==> config.mk <==
export PLATFORM = sky130hd
export DESIGN_NAME = instruction_encoder
export DESIGN_NICKNAME = d
export VERILOG_FILES = /design/src/rtl/instruction_encoder.sv
export SDC_FILE = /design/constraint.sdc
export NUM_CORES = 1
export LEC_CHECK = 0
export CAP_MARGIN = 40
export CELL_PAD_IN_SITES_DETAIL_PLACEMENT = 0
export CELL_PAD_IN_SITES_GLOBAL_PLACEMENT = 2
export CORE_ASPECT_RATIO = 2
export CORE_MARGIN = 2
export CORE_UTILIZATION = 29
export CTS_CLUSTER_SIZE = 30
export DETAILED_ROUTE_END_ITERATION = 10
export PLACE_DENSITY = 0.88
export SYNTH_ARGS = -nofsm -noshare
export SYNTH_HDL_FRONTEND = slang
export SYNTH_SLANG_ARGS = --single-unit
==> constraint.sdc <==
create_clock -name clock -period 3.15 [get_ports clock]
set_clock_uncertainty 0.05 [all_clocks]
set_input_delay 0.63 -clock clock [delete_from_list [all_inputs] [get_ports clock]]
set_output_delay 0.63 -clock clock [all_outputs]
set_load 0.02 [all_outputs]
==> src/rtl/instruction_encoder.sv <==
// ============================================================================
// Module   : instruction_encoder
// Purpose  : Encodes RV32I operand bundles and streams them out LSB-byte first.
//            Define ENCODER_RANGE_CHECK_EN to reject out-of-range immediates.
// Revision : 1.0 - initial release
// ============================================================================
`default_nettype none

module instruction_encoder (
    input  logic        clock,
    input  logic        reset,
    input  logic [5:0]  operation,
    input  logic [4:0]  rd,
    input  logic [4:0]  rs1,
    input  logic [4:0]  rs2,
    input  logic [31:0] immediate,
    input  logic        input_valid,
    output logic        input_ready,
    output logic [7:0]  byte_data,
    output logic        byte_valid,
    input  logic        byte_ready,
    output logic        error,
    output logic [15:0] instruction_count
);

    localparam logic [5:0] c_OP_LUI   = 6'd0;
    localparam logic [5:0] c_OP_AUIPC = 6'd1;
    localparam logic [5:0] c_OP_JAL   = 6'd2;
    localparam logic [5:0] c_OP_JALR  = 6'd3;
    localparam logic [5:0] c_OP_BEQ   = 6'd4;
    localparam logic [5:0] c_OP_BNE   = 6'd5;
    localparam logic [5:0] c_OP_BLT   = 6'd6;
    localparam logic [5:0] c_OP_BGE   = 6'd7;
    localparam logic [5:0] c_OP_BLTU  = 6'd8;
    localparam logic [5:0] c_OP_BGEU  = 6'd9;
    localparam logic [5:0] c_OP_LB    = 6'd10;
    localparam logic [5:0] c_OP_LH    = 6'd11;
    localparam logic [5:0] c_OP_LW    = 6'd12;
    localparam logic [5:0] c_OP_LBU   = 6'd13;
    localparam logic [5:0] c_OP_LHU   = 6'd14;
    localparam logic [5:0] c_OP_SB    = 6'd15;
    localparam logic [5:0] c_OP_SH    = 6'd16;
    localparam logic [5:0] c_OP_SW    = 6'd17;
    localparam logic [5:0] c_OP_ADDI  = 6'd18;
    localparam logic [5:0] c_OP_SLTI  = 6'd19;
    localparam logic [5:0] c_OP_SLTIU = 6'd20;
    localparam logic [5:0] c_OP_XORI  = 6'd21;
    localparam logic [5:0] c_OP_ORI   = 6'd22;
    localparam logic [5:0] c_OP_ANDI  = 6'd23;
    localparam logic [5:0] c_OP_SLLI  = 6'd24;
    localparam logic [5:0] c_OP_SRLI  = 6'd25;
    localparam logic [5:0] c_OP_SRAI  = 6'd26;
    localparam logic [5:0] c_OP_ADD   = 6'd27;
    localparam logic [5:0] c_OP_SUB   = 6'd28;
    localparam logic [5:0] c_OP_SLL   = 6'd29;
    localparam logic [5:0] c_OP_SLT   = 6'd30;
    localparam logic [5:0] c_OP_SLTU  = 6'd31;
    localparam logic [5:0] c_OP_XOR   = 6'd32;
    localparam logic [5:0] c_OP_SRL   = 6'd33;
    localparam logic [5:0] c_OP_SRA   = 6'd34;
    localparam logic [5:0] c_OP_OR    = 6'd35;
    localparam logic [5:0] c_OP_AND   = 6'd36;

    localparam logic [2:0] c_FMT_NONE = 3'd0;
    localparam logic [2:0] c_FMT_R    = 3'd1;
    localparam logic [2:0] c_FMT_I    = 3'd2;
    localparam logic [2:0] c_FMT_SH   = 3'd3;
    localparam logic [2:0] c_FMT_S    = 3'd4;
    localparam logic [2:0] c_FMT_B    = 3'd5;
    localparam logic [2:0] c_FMT_U    = 3'd6;
    localparam logic [2:0] c_FMT_J    = 3'd7;

    localparam logic [6:0] c_OPC_LUI    = 7'b0110111;
    localparam logic [6:0] c_OPC_AUIPC  = 7'b0010111;
    localparam logic [6:0] c_OPC_JAL    = 7'b1101111;
    localparam logic [6:0] c_OPC_JALR   = 7'b1100111;
    localparam logic [6:0] c_OPC_BRANCH = 7'b1100011;
    localparam logic [6:0] c_OPC_LOAD   = 7'b0000011;
    localparam logic [6:0] c_OPC_STORE  = 7'b0100011;
    localparam logic [6:0] c_OPC_OPIMM  = 7'b0010011;
    localparam logic [6:0] c_OPC_OP     = 7'b0110011;

    localparam logic [6:0] c_F7_ALT = 7'b0100000;

    localparam logic [0:0] c_IDLE = 1'b0;
    localparam logic [0:0] c_SEND = 1'b1;

    logic [0:0]  r_state;
    logic [1:0]  r_index;
    logic [31:0] r_holding;
    logic        r_error;
    logic [15:0] r_count;

    logic [2:0]  w_fmt;
    logic [6:0]  w_opcode;
    logic [2:0]  w_funct3;
    logic [6:0]  w_funct7;
    logic [31:0] w_encoded;
    logic        w_in_range;
    logic        w_reject;

    always_comb begin
        w_fmt    = c_FMT_NONE;
        w_opcode = 7'd0;
        w_funct3 = 3'd0;
        w_funct7 = 7'd0;
        case (operation)
            c_OP_LUI:   begin w_fmt = c_FMT_U;  w_opcode = c_OPC_LUI;                      end
            c_OP_AUIPC: begin w_fmt = c_FMT_U;  w_opcode = c_OPC_AUIPC;                    end
            c_OP_JAL:   begin w_fmt = c_FMT_J;  w_opcode = c_OPC_JAL;                      end
            c_OP_JALR:  begin w_fmt = c_FMT_I;  w_opcode = c_OPC_JALR;                     end
            c_OP_BEQ:   begin w_fmt = c_FMT_B;  w_opcode = c_OPC_BRANCH; w_funct3 = 3'b000; end
            c_OP_BNE:   begin w_fmt = c_FMT_B;  w_opcode = c_OPC_BRANCH; w_funct3 = 3'b001; end
            c_OP_BLT:   begin w_fmt = c_FMT_B;  w_opcode = c_OPC_BRANCH; w_funct3 = 3'b100; end
            c_OP_BGE:   begin w_fmt = c_FMT_B;  w_opcode = c_OPC_BRANCH; w_funct3 = 3'b101; end
            c_OP_BLTU:  begin w_fmt = c_FMT_B;  w_opcode = c_OPC_BRANCH; w_funct3 = 3'b110; end
            c_OP_BGEU:  begin w_fmt = c_FMT_B;  w_opcode = c_OPC_BRANCH; w_funct3 = 3'b111; end
            c_OP_LB:    begin w_fmt = c_FMT_I;  w_opcode = c_OPC_LOAD;   w_funct3 = 3'b000; end
            c_OP_LH:    begin w_fmt = c_FMT_I;  w_opcode = c_OPC_LOAD;   w_funct3 = 3'b001; end
            c_OP_LW:    begin w_fmt = c_FMT_I;  w_opcode = c_OPC_LOAD;   w_funct3 = 3'b010; end
            c_OP_LBU:   begin w_fmt = c_FMT_I;  w_opcode = c_OPC_LOAD;   w_funct3 = 3'b100; end
            c_OP_LHU:   begin w_fmt = c_FMT_I;  w_opcode = c_OPC_LOAD;   w_funct3 = 3'b101; end
            c_OP_SB:    begin w_fmt = c_FMT_S;  w_opcode = c_OPC_STORE;  w_funct3 = 3'b000; end
            c_OP_SH:    begin w_fmt = c_FMT_S;  w_opcode = c_OPC_STORE;  w_funct3 = 3'b001; end
            c_OP_SW:    begin w_fmt = c_FMT_S;  w_opcode = c_OPC_STORE;  w_funct3 = 3'b010; end
            c_OP_ADDI:  begin w_fmt = c_FMT_I;  w_opcode = c_OPC_OPIMM;  w_funct3 = 3'b000; end
            c_OP_SLTI:  begin w_fmt = c_FMT_I;  w_opcode = c_OPC_OPIMM;  w_funct3 = 3'b010; end
            c_OP_SLTIU: begin w_fmt = c_FMT_I;  w_opcode = c_OPC_OPIMM;  w_funct3 = 3'b011; end
            c_OP_XORI:  begin w_fmt = c_FMT_I;  w_opcode = c_OPC_OPIMM;  w_funct3 = 3'b100; end
            c_OP_ORI:   begin w_fmt = c_FMT_I;  w_opcode = c_OPC_OPIMM;  w_funct3 = 3'b110; end
            c_OP_ANDI:  begin w_fmt = c_FMT_I;  w_opcode = c_OPC_OPIMM;  w_funct3 = 3'b111; end
            c_OP_SLLI:  begin w_fmt = c_FMT_SH; w_opcode = c_OPC_OPIMM;  w_funct3 = 3'b001; end
            c_OP_SRLI:  begin w_fmt = c_FMT_SH; w_opcode = c_OPC_OPIMM;  w_funct3 = 3'b101; end
            c_OP_SRAI:  begin w_fmt = c_FMT_SH; w_opcode = c_OPC_OPIMM;  w_funct3 = 3'b101; w_funct7 = c_F7_ALT; end
            c_OP_ADD:   begin w_fmt = c_FMT_R;  w_opcode = c_OPC_OP;     w_funct3 = 3'b000; end
            c_OP_SUB:   begin w_fmt = c_FMT_R;  w_opcode = c_OPC_OP;     w_funct3 = 3'b000; w_funct7 = c_F7_ALT; end
            c_OP_SLL:   begin w_fmt = c_FMT_R;  w_opcode = c_OPC_OP;     w_funct3 = 3'b001; end
            c_OP_SLT:   begin w_fmt = c_FMT_R;  w_opcode = c_OPC_OP;     w_funct3 = 3'b010; end
            c_OP_SLTU:  begin w_fmt = c_FMT_R;  w_opcode = c_OPC_OP;     w_funct3 = 3'b011; end
            c_OP_XOR:   begin w_fmt = c_FMT_R;  w_opcode = c_OPC_OP;     w_funct3 = 3'b100; end
            c_OP_SRL:   begin w_fmt = c_FMT_R;  w_opcode = c_OPC_OP;     w_funct3 = 3'b101; end
            c_OP_SRA:   begin w_fmt = c_FMT_R;  w_opcode = c_OPC_OP;     w_funct3 = 3'b101; w_funct7 = c_F7_ALT; end
            c_OP_OR:    begin w_fmt = c_FMT_R;  w_opcode = c_OPC_OP;     w_funct3 = 3'b110; end
            c_OP_AND:   begin w_fmt = c_FMT_R;  w_opcode = c_OPC_OP;     w_funct3 = 3'b111; end
            default:    w_fmt = c_FMT_NONE;
        endcase
    end

    // Register fields a format does not carry are left out, so they encode as zero.
    always_comb begin
        w_encoded = 32'd0;
        case (w_fmt)
            c_FMT_R:  w_encoded = {w_funct7, rs2, rs1, w_funct3, rd, w_opcode};
            c_FMT_I:  w_encoded = {immediate[11:0], rs1, w_funct3, rd, w_opcode};
            c_FMT_SH: w_encoded = {w_funct7, immediate[4:0], rs1, w_funct3, rd, w_opcode};
            c_FMT_S:  w_encoded = {immediate[11:5], rs2, rs1, w_funct3, immediate[4:0], w_opcode};
            c_FMT_B:  w_encoded = {immediate[12], immediate[10:5], rs2, rs1, w_funct3,
                                   immediate[4:1], immediate[11], w_opcode};
            c_FMT_U:  w_encoded = {immediate[31:12], rd, w_opcode};
            c_FMT_J:  w_encoded = {immediate[20], immediate[10:1], immediate[11],
                                   immediate[19:12], rd, w_opcode};
            default:  w_encoded = 32'd0;
        endcase
    end

`ifdef ENCODER_RANGE_CHECK_EN
    always_comb begin
        w_in_range = 1'b1;
        case (w_fmt)
            c_FMT_I,
            c_FMT_S:  w_in_range = (immediate[31:11] == {21{immediate[11]}});
            c_FMT_SH: w_in_range = (immediate[31:5] == 27'd0);
            c_FMT_B:  w_in_range = (immediate[31:12] == {20{immediate[12]}}) && !immediate[0];
            c_FMT_U:  w_in_range = (immediate[11:0] == 12'd0);
            c_FMT_J:  w_in_range = (immediate[31:20] == {12{immediate[20]}}) && !immediate[0];
            default:  w_in_range = 1'b1;
        endcase
    end
`else
    assign w_in_range = 1'b1;
`endif

    assign w_reject = (w_fmt == c_FMT_NONE) || !w_in_range;

    always_ff @(posedge clock) begin
        if (reset) begin
            r_state   <= c_IDLE;
            r_index   <= 2'd0;
            r_holding <= 32'd0;
            r_error   <= 1'b0;
            r_count   <= 16'd0;
        end else begin
            r_error <= 1'b0;
            case (r_state)
                c_IDLE: begin
                    if (input_valid) begin
                        if (w_reject) begin
                            r_error <= 1'b1;
                        end else begin
                            r_holding <= w_encoded;
                            r_index   <= 2'd0;
                            r_state   <= c_SEND;
                        end
                    end
                end
                c_SEND: begin
                    if (byte_ready) begin
                        r_index <= r_index + 2'd1;
                        if (r_index == 2'd3) begin
                            r_state <= c_IDLE;
                            r_count <= r_count + 16'd1;
                        end
                    end
                end
                default: r_state <= c_IDLE;
            endcase
        end
    end

    always_comb begin
        byte_data = 8'd0;
        if (r_state == c_SEND) begin
            case (r_index)
                2'd0:    byte_data = r_holding[7:0];
                2'd1:    byte_data = r_holding[15:8];
                2'd2:    byte_data = r_holding[23:16];
                default: byte_data = r_holding[31:24];
            endcase
        end
    end

    assign input_ready       = (r_state == c_IDLE);
    assign byte_valid        = (r_state == c_SEND);
    assign error             = r_error;
    assign instruction_count = r_count;

endmodule

`default_nettype wire

==> results.yml <==
grt:
  grt_pass1_vias: 3316
  overflow: 0
  grt_max_degree: 43
  antenna_found_initial: 0
  grt_first_pass_wirelength_um: 17200
  gr-usage-all-layers_pct: 19.0
yosys:
  synth_seq_area_share_pct: 32.8
  syn_area_per_cell_um2: 7.67
  synth_async_sr_flop_share_pct: 0
  netlist_area_um2: 3110
  synth_enable_flop_cells: 0
  ys_ff_latch: 51
  synthFlopType: "dfxtp_1"
  synth_area_leaders: "dfxtp_1 (33%), nor2_1 (7.8%), a21oi_1 (5.6%)"
  synth_cell_type_count: 58
  synth_top_area_cell: "dfxtp_1"
  synth_top_area_share_pct: 32.8
  yosys_warnings: 0
  syn_inst: 406
  syn_nets: 469
floorplan:
  coreArea_um2: 10500
  die_h_um: 151
  rows: 53
  dieArea_um2: 11600
  initial_core_util_pct: 29.7
  ios: 84
  die_w_um: 77.3
timing:
  rsz0062_at_grt: "false"
  min_period_ns: 3.01
  period_share_pct: 95.4
  worstMarginPinSlew_ns: 0.472
  max-slew-margin-rel_pct: 68.5
  slew_viol_final: 0
  hold_viol: 0
  setup_tns_ns: 0
  fmax_ghz: 0.333
  finalSetupViolations: 0
finish:
  multi_input_area_um2: 1890
  fillCellCount: 1130
  regArea_um2: 1020
  stdcell_area_um2: 4300
  nets: 549
  drive_gt1_share_pct: 9.47
  syn_to_final_growth_pct: 38.1
  antennaDiodeCount: 0
critical_path:
  cp.required_ns: 2.47
  critPathMaxFanout: 8
  cp_data_arrival_time_ns: 2.33
  r2r-start: "r_index[0]"
  start_kind: "register"
  cp-startpoint: "r_index[0]"
  end_kind: "output pin"
  crit_type: "reg2out"
placed_design:
  hpwl_um: 8920
  io_buffers: 83
  place_area_um2: 4160
  gp_congestion: 0.988
clock_network:
  htree_num_levels: 2
  cts.sinks: 51
  tritoncts: "done"
  clkLatencyLatePin_ns: 0.29
  clk_pin_slew_ns: 0.06
  holdBufCountCts: 0
  cts-root-buf: "clkbuf_16"
  clock_path_buffers: 2
  numCtsBuffers: 5
power:
  power_switching_uw: 435
  pwr-share-seq_pct: 44.6
  finalPower_mw: 1.57
  power_frac_comb_pct: 22.2
  clock_power_share_pct: 33.2
  ir_worst_vdd_mv: 0.209
  p_leak_nw: 1.51
  p_per_area_nw_per_um2: 365
  p_sw_share_pct: 27.7
  p_int_mw: 1.13
detailed_routing:
  antenna_left: 0
  drt_wl_total_um: 11000
  route.detailed.drc: 0
  vias: 3339
  drt_first_pass_iters: 4
  drt_iter0_markers: 186
  wl_per_cell_um: 17.6
  vias_per_cell: 5.36
hold_path:
  hold_class: "reg2reg"
  min-delay-start: "r_holding[5]"
outcome:
  outcome: "complete, no violations"
flow_run:
  drv_cap: 0
==> per-layer routing <==
| metal | global-route usage (%) | routed length, µm |
|---|---|---|
| met5 | 0 | 0 |
| met4 | 8.57 | 446 |
| met3 | 2.82 | 457 |
| met2 | 38.5 | 6310 |
| met1 | 18.2 | 3780 |
==> power groups by stage <==
stage | Sequential (mW) | Combinational (mW) | Clock, mW
final | 0.699 | 0.348 | 0.520
after global routing | 0.702 | 0.378 | 0.559
after global placement | 0.713 | 0.342 | 0
after floorplan | 0.706 | 0.189 | 0
after CTS | 0.699 | 0.349 | 0.543
after detailed placement | 0.714 | 0.347 | 0
==> cells in the mapped netlist, types with 3 or more instances <==
cell type / instances
nor2_1: 65
dfxtp_1: 51
a21oi_1: 35
nand2_1: 35
nand3_1: 18
clkbuf_1: 15
a311oi_1: 13
o21ai_0: 13
buf_2: 12
a22oi_1: 10
a211oi_1: 9
xor2_1: 9
a222oi_1: 7
and3_1: 7
inv_1: 7
nand2b_1: 7
ha_1: 6
nor3_1: 6
or3_1: 6
a221oi_1: 5
nor2b_1: 5
o21ai_1: 5
nor3b_1: 4
a221o_1: 3
buf_1: 3
buf_6: 3
nand4_1: 3
nor3_2: 3
xnor2_1: 3
==> worst paths after layout <==
kind	endpoint	slack, ns	depth (start not counted)
max	byte_data[0]	0.14	5
min	r_holding[5]	0.41	2
max reg2reg	instruction_count[14]	1.20	7
min reg2reg	r_holding[5]	0.41	2
==> placed cells by master (no fill, tap or decap), types with 7 or more instances in the layout <==
| master | instances |
|---|---|
| dfxtp_1 | 51 |
| a22oi_1 | 10 |
| inv_1 | 7 |
| a21oi_1 | 35 |
| and3_1 | 7 |
| a311oi_1 | 13 |
| buf_4 | 23 |
| a222oi_1 | 7 |
| xor2_1 | 9 |
| o21ai_0 | 13 |
| clkdlybuf4s50_1 | 82 |
| nor2_1 | 64 |
| nand3_1 | 18 |
| nand2b_1 | 7 |
| nand2_1 | 35 |
| a211oi_1 | 9 |
==> sequential cells by signal, summed over array words and instances, names as in the netlist <==
register	flops
error	1
byte_valid	1
r_holding	31
r_index	2
instruction_count	16
==> area by class of cell <==
| type | count | share of cell area, % |
|---|---|---|
| Timing Repair Buffer | 108 | 24.3 |
| Sequential cell | 51 | 23.8 |
| Inverter | 8 | 0.699 |
| Clock buffer | 5 | 2.91 |
| Tap cell | 137 | 3.99 |
| Clock inverter | 2 | 0.320 |
| Multi-Input combinational cell | 312 | 44.0 |
==> per-stage QoR <==
| step | hold WS [ns] | util [%] | setup WS, ns | std cells |
|---|---|---|---|---|
| finish | 0.408 | 41.0 | 0.144 | 623 |
| global route | 0.425 | 41.0 | 0.00628 | 623 |
| CTS | 0.409 | 41.0 | 0.0913 | 623 |
| detailed placement | 0.399 | 39.7 | 0.292 | 616 |
| global placement | 0.398 | 39.4 | 0.271 | 615 |
| floorplan | 0.382 | - | 0.950 | 406 |
==> timing repair <==
item | in CTS | in global routing
setup endpoints to repair | 0 | 3
buffers inserted | 0 | 0
resized for setup | 0 | 1
==> critical path, cell delays in order, from the launching register on <==
cell and delay, ns:
dfxtp_1 0.37, inv_1 0.13, ha_1 0.36, a22oi_1 0.15
a221oi_1 0.36, clkdlybuf4s50_1 0.68
==> cells by family after synthesis <==
group	share of synthesized area, %
simple gates	26.4
compound gates	27.2
flops	32.8
buf+inv	6.63
xor+xnor	3.90
fa+ha+maj	2.41
mux	0.643
(Power assumes the default switching activity.)
